$ cat config.mk
export PLATFORM = sky130hd
export DESIGN_NAME = screen_sequencer
export DESIGN_NICKNAME = d
export VERILOG_FILES = /design/src/rtl/screen_sequencer.sv
export SDC_FILE = /design/constraint.sdc
export NUM_CORES = 1
export LEC_CHECK = 0
export BUFFER_PORTS_ARGS = -buffer_cell sky130_fd_sc_hd__buf_4
export CORE_ASPECT_RATIO = 0.7
export CORE_MARGIN = 2
export CORE_UTILIZATION = 30
export CTS_BUF_LIST = sky130_fd_sc_hd__clkbuf_4
export DETAILED_ROUTE_END_ITERATION = 6
export HOLD_SLACK_MARGIN = 0.02
export PLACE_DENSITY = 0.55
export SETUP_SLACK_MARGIN = 0.02
export SLEW_MARGIN = 40
export SYNTH_ARGS = -nofsm -noshare
export SYNTH_HDL_FRONTEND = slang
export SYNTH_SLANG_ARGS = --single-unit
export TNS_END_PERCENT = 10
$ cat constraint.sdc
create_clock -name clk -period 2.1 [get_ports clk]
set_input_delay 0.105 -clock clk [delete_from_list [all_inputs] [get_ports clk]]
set_output_delay 0.105 -clock clk [all_outputs]
set_load 0.02 [all_outputs]
$ cat src/rtl/screen_sequencer.sv
// -----------------------------------------------------------------------------
// screen_sequencer
//
// Page sequencer for a four-page display (START, PRACTICE, ESCAPE, RESULT).
// Button/level events raise a pending page request (busy=1); the request is
// committed only on a frame_tick so the display page mux switches during
// vertical blank. While busy, only btn_back is honoured: it retargets the
// pending request to START.
//
// ESCAPE runs a seconds countdown (frame_tick based) that forces RESULT with
// win=0 when it expires. RESULT returns to START by itself after
// RESULT_FRAMES frames.
//
// Optional feature macro: SCREEN_SEQ_TIMER_EN
//   defined   -> ESCAPE countdown and timeout active
//   undefined -> time_left is constant 0, ESCAPE leaves only on done/fail/back
//
// Parameters:
//   FRAMES_PER_SEC  frame_ticks per countdown second (2..255)
//   ESCAPE_SECONDS  countdown start value on ESCAPE entry (1..255)
//   RESULT_FRAMES   frames RESULT is shown before auto-return (1..255)
//
// Ports:
//   clk           pixel-domain clock, rising edge
//   reset         asynchronous active-high reset
//   frame_tick    one-cycle pulse at start of vertical blank
//   btn_dot       "." key pulse
//   btn_dash      "-" key pulse
//   btn_back      return-to-start key pulse
//   level_done    escape level solved pulse
//   level_fail    escape level failed pulse
//   page_sel      committed page (0 START, 1 PRACTICE, 2 ESCAPE, 3 RESULT)
//   page_changed  one-cycle pulse the cycle after a commit
//   busy          a page change is pending
//   win           result outcome, 1 = escaped
//   time_left     escape seconds remaining
//
// Handshake: events are single-cycle pulses with no back-pressure; an event
// seen while busy=0 is accepted in that cycle, events while busy=1 are
// dropped (except btn_back, which retargets the pending request).
// -----------------------------------------------------------------------------
module screen_sequencer #(
  parameter int FRAMES_PER_SEC = 60,
  parameter int ESCAPE_SECONDS = 90,
  parameter int RESULT_FRAMES  = 180
) (
  input  logic       clk,
  input  logic       reset,
  input  logic       frame_tick,
  input  logic       btn_dot,
  input  logic       btn_dash,
  input  logic       btn_back,
  input  logic       level_done,
  input  logic       level_fail,
  output logic [1:0] page_sel,
  output logic       page_changed,
  output logic       busy,
  output logic       win,
  output logic [7:0] time_left
);

  generate
    if (FRAMES_PER_SEC < 2 || FRAMES_PER_SEC > 255 ||
        ESCAPE_SECONDS < 1 || ESCAPE_SECONDS > 255 ||
        RESULT_FRAMES  < 1 || RESULT_FRAMES  > 255) begin : g_bad_param
      $error("screen_sequencer: parameter out of range");
    end
  endgenerate

  typedef enum logic [1:0] {
    PG_START    = 2'd0,
    PG_PRACTICE = 2'd1,
    PG_ESCAPE   = 2'd2,
    PG_RESULT   = 2'd3
  } page_t;

  // Sequencer state
  page_t page_q, page_d;
  logic  busy_q, busy_d;
  page_t pend_page_q, pend_page_d;
  logic  pend_win_q, pend_win_d;
  logic  win_q, win_d;
  logic  changed_q, changed_d;

  // Event selection / commit signals
  logic  ev_valid;
  page_t ev_page;
  logic  ev_win;
  page_t eff_page;   // pending target after a possible btn_back override
  logic  eff_win;
  logic  commit;

  // Result page frame counter
  logic [7:0] result_q;
  logic       result_step;
  logic       auto_req;

  logic       timeout_req;

  assign result_step = (page_q == PG_RESULT) && !busy_q && frame_tick;
  assign auto_req    = result_step && (result_q == 8'(RESULT_FRAMES - 1));

`ifdef SCREEN_SEQ_TIMER_EN
  logic [7:0] frame_q;
  logic [7:0] time_q;
  logic       timer_step;
  logic       frame_wrap;

  assign timer_step  = (page_q == PG_ESCAPE) && !busy_q && frame_tick;
  assign frame_wrap  = (frame_q == 8'(FRAMES_PER_SEC - 1));
  // Raised on the tick that takes time_left from 1 to 0.
  assign timeout_req = timer_step && frame_wrap && (time_q == 8'd1);

  always_ff @(posedge clk or posedge reset) begin
    if (reset) begin
      frame_q <= 8'd0;
      time_q  <= 8'd0;
    end else if (commit && eff_page == PG_ESCAPE) begin
      frame_q <= 8'd0;
      time_q  <= 8'(ESCAPE_SECONDS);
    end else if (timer_step) begin
      if (frame_wrap) begin
        frame_q <= 8'd0;
        time_q  <= (time_q == 8'd0) ? 8'd0 : time_q - 8'd1;
      end else begin
        frame_q <= frame_q + 8'd1;
      end
    end
  end

  assign time_left = time_q;
`else
  assign timeout_req = 1'b0;
  assign time_left   = 8'd0;
`endif

  always_ff @(posedge clk or posedge reset) begin
    if (reset) begin
      result_q <= 8'd0;
    end else if (commit && eff_page == PG_RESULT) begin
      result_q <= 8'd0;
    end else if (result_step) begin
      result_q <= auto_req ? 8'd0 : result_q + 8'd1;
    end
  end

  // ---------------------------------------------------------------------------
  // State register
  // ---------------------------------------------------------------------------
  always_ff @(posedge clk or posedge reset) begin
    if (reset) begin
      page_q      <= PG_START;
      busy_q      <= 1'b0;
      pend_page_q <= PG_START;
      pend_win_q  <= 1'b0;
      win_q       <= 1'b0;
      changed_q   <= 1'b0;
    end else begin
      page_q      <= page_d;
      busy_q      <= busy_d;
      pend_page_q <= pend_page_d;
      pend_win_q  <= pend_win_d;
      win_q       <= win_d;
      changed_q   <= changed_d;
    end
  end

  // ---------------------------------------------------------------------------
  // Next-state logic
  // ---------------------------------------------------------------------------
  // Highest-priority event that is legal on the committed page.
  always_comb begin
    ev_valid = 1'b0;
    ev_page  = PG_START;
    ev_win   = 1'b0;
    unique case (page_q)
      PG_START: begin
        if (btn_dot) begin
          ev_valid = 1'b1;
          ev_page  = PG_PRACTICE;
        end else if (btn_dash) begin
          ev_valid = 1'b1;
          ev_page  = PG_ESCAPE;
        end
      end
      PG_PRACTICE: begin
        if (btn_back) ev_valid = 1'b1;
      end
      PG_ESCAPE: begin
        if (btn_back) begin
          ev_valid = 1'b1;
        end else if (level_fail) begin
          ev_valid = 1'b1;
          ev_page  = PG_RESULT;
        end else if (level_done) begin
          ev_valid = 1'b1;
          ev_page  = PG_RESULT;
          ev_win   = 1'b1;
        end else if (timeout_req) begin
          ev_valid = 1'b1;
          ev_page  = PG_RESULT;
        end
      end
      PG_RESULT: begin
        if (btn_back || btn_dot || btn_dash || auto_req) ev_valid = 1'b1;
      end
      default: ev_valid = 1'b0;
    endcase
  end

  always_comb begin
    eff_page = btn_back ? PG_START : pend_page_q;
    eff_win  = btn_back ? 1'b0     : pend_win_q;
    commit   = busy_q && frame_tick;
  end

  always_comb begin
    page_d      = page_q;
    busy_d      = busy_q;
    pend_page_d = pend_page_q;
    pend_win_d  = pend_win_q;
    win_d       = win_q;
    changed_d   = 1'b0;
    if (busy_q) begin
      pend_page_d = eff_page;
      pend_win_d  = eff_win;
      if (commit) begin
        page_d    = eff_page;
        win_d     = eff_win;   // always 0 when the target is START
        busy_d    = 1'b0;
        changed_d = 1'b1;
      end
    end else if (ev_valid) begin
      // Accepted even on a frame_tick cycle; commit waits for the next tick.
      busy_d      = 1'b1;
      pend_page_d = ev_page;
      pend_win_d  = ev_win;
    end
  end

  // ---------------------------------------------------------------------------
  // Outputs
  // ---------------------------------------------------------------------------
  always_comb begin
    page_sel     = page_q;
    busy         = busy_q;
    win          = win_q;
    page_changed = changed_q;
  end

endmodule

; ---- Word level (Yosys, flattened, before mapping)
; Index checks and enable logic that the tools add are counted.
; W data, S select, Z words.
[classes]
mux = 31
n_reduce_logical = 13
addsub = 1
eq_ne = 5
[op_table]
columns = operator, count
row1 = $mux W8, 3
row2 = $mux W1, 18
row3 = $mux W2, 8
row4 = $add A8 B1 Y8 const B, 1
row5 = $eq A8 B8 Y1 const B, 1
row6 = $eq A2 B2 Y1 const B, 3
row7 = $logic_and A1 B1 Y1, 5
row8 = $pmux W1 S4, 1
row9 = $pmux W2 S2, 1
row10 = $reduce_bool A2 Y1, 2
row11 = $logic_or A1 B1 Y1, 3
row12 = $eq A2 B1 Y1 const B, 1
row13 = $logic_not A2 Y1, 1
row14 = $reduce_and A2 Y1, 1
row15 = $logic_not A1 Y1, 1
[word_totals]
elab_cells = 57
register_bits = 16

; ---- Depth between registers and ports, before layout
[logic_depth]
ltp_word = 9
ltp_mapped = 6

; ---- Worst setup path after synthesis
; No wires, ideal clock.
[synth_timing]
path_kind = register -> register
from = register busy_q (netlist: busy)
to = register pend_page_q[0]
period_less_slack_ns = 1.677
setup_ns = 0.124
path_stages_with_launch = 7
t_arrival_ns = 1.553
slack_ns = 0.423
t_required_ns = 1.976
path_cell_list = dfrtp_1 -> buf_6 -> and4b_4 -> nand4_1 -> nand4_1 -> a211oi_2 -> a211o_1
[synth_via]
elab_chain_len = 8
word_cells_on_any_way = 9
classes_between = 3 x mux / 6 x reduce/logical
[synth_lines]
columns = item, line_no
row1 = "start, declared", 79  ; logic busy_q, busy_d;
row2 = "start signal, assigned", 160  ; busy_q <= busy_d;
row3 = $logic_not A1 Y1, 100  ; assign result_step = (page_q == PG_RESULT) && !busy_q && frame_tick;
row4 = $logic_and A1 B1 Y1 (2 in a row), 100
row5 = $logic_and A1 B1 Y1, 101  ; assign auto_req = result_step && (result_q == 8'(RESULT_FRAMES - 1));
row6 = $logic_or A1 B1 Y1, 205  ; if (btn_back || btn_dot || btn_dash || auto_req) ev_valid = 1'b1;
row7 = $mux W1, 205
row8 = $pmux W1 S4, 176  ; unique case (page_q)
row9 = $reduce_bool A2 Y1 (no line), n/a
row10 = "end signal, assigned", 161  ; pend_page_q <= pend_page_d;
row11 = "end, declared", 80  ; page_t pend_page_q, pend_page_d;
; Parallel ways exist; a longest one is shown, timed or not.
; A chain may end at the register's enable or synchronous reset.

; ---- Worst setup path after layout
[layout_timing]
from = register result_q[3]
to = register result_q[7]
[layout_via]
elab_chain_len = 5
word_cells_on_any_way = 6
classes_between = 1 x add/sub / 1 x eq/ne / 3 x mux / 1 x reduce/logical
[layout_lines]
columns = item, line_no
row1 = "start, declared", 94  ; logic [7:0] result_q;
row2 = "start signal, assigned", 143  ; result_q <= auto_req ? 8'd0 : result_q + 8'd1;
row3 = branches (longest 2 deep; another with $add A8 B1 Y8), n/a
row4 = $mux W8 (*), 143
row5 = $mux W8 (*), 142  ; end else if (result_step) begin
row6 = $mux W8 (*), 140  ; end else if (commit && eff_page == PG_RESULT) begin
; Mark *: on every way between the ends. The select of a mux whose other input is x is not followed.

==> results.cfg <==
[die]
fp.dieW_um = 72.09
die_area_mm2 = 0.003724
rows = 17
ioPinCount = 21
initial_core_util = 0.3113
coreArea_mm2 = 0.003127
fp.dieH_um = 51.66

[route]
wl_um = 2028
avgViaCountPerCell = 4.987
wl_per_cell_um = 12.92
first_pass_iters = 4
num_vias = 783
drc = 0
drtIter0Drc = 79
drtAntennaViolNets = 0

[clock_network]
cts_tree = built
htree_levels = 1
clock-root-buffer = clkbuf_4
cts_setup_buffers = 0
cts_made_buffers = 3
clk_pin_slew_ps = 100
cts_max_path_buffers = 2
cts_sinks = 16
cts_resized = 0
clk_latency_ps = 290

[pwr]
internal_power_mw = 0.5359
cellPowerDensity_mw_per_mm2 = 801.5
ir_drop_mv = 0.2331
leakagePower_nw = 0.5013
seqPwrFrac = 0.512
pwr-share-clk = 0.199
p_comb_frac = 0.289
swShare = 0.3843
switchingPower_mw = 0.3345
total_power_mw = 0.8704

[logic_synthesis]
ys_warn_count = 0
yosysSeqAreaShare = 0.4113
synth.cell_area_um2 = 973.4
yosysUniqueCellTypes = 35
ys_ff_latch = 16
synth_cells = 106
avgSynthCellArea_um2 = 9.183

[global_routing]
grt_max_degree = 17
overflow = 0
antenna_found_initial = 0
grtUsageTotal = 0.1142
grt_pass1_wl_um = 3236
first_global_vias = 671

[sta]
rsz0062_at_grt = no
hold_viol_final = 0
fin_setup_tns_ps = 0
setup_viol = 0
slew_viol_final = 0
fmax_ghz = 0.5922
skew_ps = 5.567
tightest_slew_ps = 591.3
setup_slack_ps = 411.5
relSlewSlack = 0.6054
period_share = 0.8041
whs_ps = 45.62
fin_crit_ps = 1689

[setup_path]
end_kind = flip-flop
start_kind = flip-flop
regToRegEndpoint = result_q[7]$_DFFE_PP0P_
required_ps = 2270
rr_startpoint = result_q[3]$_DFFE_PP0P_
crit_type = flip-flop to flip-flop
reg2reg_depth = 5
critPathArrivalTime_ps = 1860
rrSetupSlack_ps = 410
cp_max_fo = 8

[layout]
n_antenna_cell = 0
n_fill_cell = 334
nets = 129
area_growth_pct = 11.57
fin_util = 0.3473
mostFrequentLayoutCells = dfrtp_1, nand2_1, buf_4
drive_gt1_frac = 0.1681
final_common_cell = dfrtp_1

[placement]
dp_hpwl_um = 1499
portBuffers = 12
gp_congestion = 0.8255
dp_slack_ps = 428.7

[status]
status = completed

[min_path]
whs_path_depth = 2
hold_path.class = primary input to flip-flop
hold_start = btn_back
holdPathEnd = pend_win_q$_DFFE_PP0P_

[job]
drv_cap = 0
-- worst max path at each step --
stage                            startpoint                          to  slack, ps  cells after the start
floorplan                    busy$_DFF_PP0_  pend_page_q[0]$_DFFE_PP0P_        420                      6
global placement             busy$_DFF_PP0_  pend_page_q[1]$_DFFE_PP0P_        470                      5
detailed placement           busy$_DFF_PP0_  pend_page_q[1]$_DFFE_PP0P_        430                      5
CTS                          busy$_DFF_PP0_  pend_page_q[0]$_DFFE_PP0P_        420                      5
global route        result_q[3]$_DFFE_PP0P_     result_q[7]$_DFFE_PP0P_        310                      5
finish              result_q[3]$_DFFE_PP0P_     result_q[7]$_DFFE_PP0P_        410                      5
-- final cells by class --
type	instances	area, um^2	area share
Sequential cell	16	400.4	0.3687
Multi-Input combinational cell	82	496.7	0.4574
Inverter	4	15.01	0.01382
Clock buffer	3	22.52	0.02074
Clock inverter	1	3.754	0.003456
Timing Repair Buffer	13	100.1	0.09217
Tap cell	38	47.55	0.04378
-- logic make-up (layout without fill, tap and decap cells) --
group / after synthesis / in the layout / synth area share
buf+inv: 15 / 21 / 0.1054
compound gates: 25 / 25 / 0.1877
fa+ha+maj: 1 / 1 / 0.01285
simple gates: 47 / 47 / 0.2699
xor+xnor: 1 / 1 / 0.008999
other cells: 1 / 8 / 0.003852
flops: 16 / 16 / 0.4113
-- power by group through the flow --
stage	Combinational [mW]	Sequential (mW)	Clock, mW
6_report	0.252	0.445	0.173
5_1_grt	0.273	0.454	0.192
4_1_cts	0.253	0.442	0.182
3_5_place_dp	0.252	0.447	0
3_3_place_gp	0.251	0.446	0
2_1_floorplan	0.192	0.437	0
-- worst max-delay path, cell delays in order, from the launching register on --
cell,delay [ps]
dfrtp_1,480
or3b_4,450
o41ai_4,340
nor2b_1,90
o21ai_1,130
o31ai_1,80
-- per-stage QoR --
step / cell area (um^2) / std cells
floorplan: 999.7 / 113
global placement: 1050 / 152
detailed placement: 1050 / 152
CTS: 1086 / 157
global route: 1086 / 157
finish: 1086 / 157
-- Yosys cell counts --
cell type | n | share of area
xnor2_1 | 1 | 0.0090
and3_1 | 2 | 0.013
nor3_1 | 3 | 0.015
a21oi_1 | 5 | 0.026
ha_1 | 1 | 0.013
a211oi_2 | 1 | 0.013
a211oi_1 | 2 | 0.015
o21ai_0 | 8 | 0.041
conb_1 | 1 | 0.0039
and4b_4 | 1 | 0.014
dfrtp_1 | 16 | 0.41
nand4_1 | 2 | 0.013
buf_6 | 2 | 0.023
buf_2 | 1 | 0.0051
a21o_1 | 1 | 0.0077
and3b_1 | 3 | 0.027
nor2_1 | 6 | 0.023
o2bb2ai_1 | 1 | 0.0090
and4b_1 | 1 | 0.010
nor2b_1 | 2 | 0.013
nand2b_1 | 3 | 0.019
inv_1 | 4 | 0.015
or3_1 | 3 | 0.019
a21boi_0 | 1 | 0.0077
nand2_1 | 13 | 0.050
nor4_1 | 2 | 0.013
a211o_1 | 2 | 0.018
o21ai_1 | 1 | 0.0051
o41ai_4 | 1 | 0.028
a21oi_2 | 1 | 0.0090
or3b_4 | 1 | 0.012
o31ai_1 | 1 | 0.0077
buf_4 | 8 | 0.062
nand3_1 | 4 | 0.021
nor3b_1 | 1 | 0.0077
-- registers in the layout, summed over array words and instances, names as in the netlist --
signal,cells
page_changed,1
pend_win_q,1
win,1
pend_page_q,2
result_q,8
page_sel,2
busy,1
-- layer usage --
| layer | global-route usage | vias to the layer above | routed length [um] |
|---|---|---|---|
| li1 | - | 390 | - |
| met1 | 0.1621 | 376 | 1092 |
| met2 | 0.1728 | 17 | 860 |
| met3 | 0.02907 | 0 | 74 |
| met4 | 0.02830 | 0 | 0 |
| met5 | 0 | - | 0 |
-- timing repair --
action	CTS	global route
endpoints found under the setup margin	0	0
endpoints found under the hold margin	16	0
hold buffers	1	0
Power figures use the tool's default switching activity.
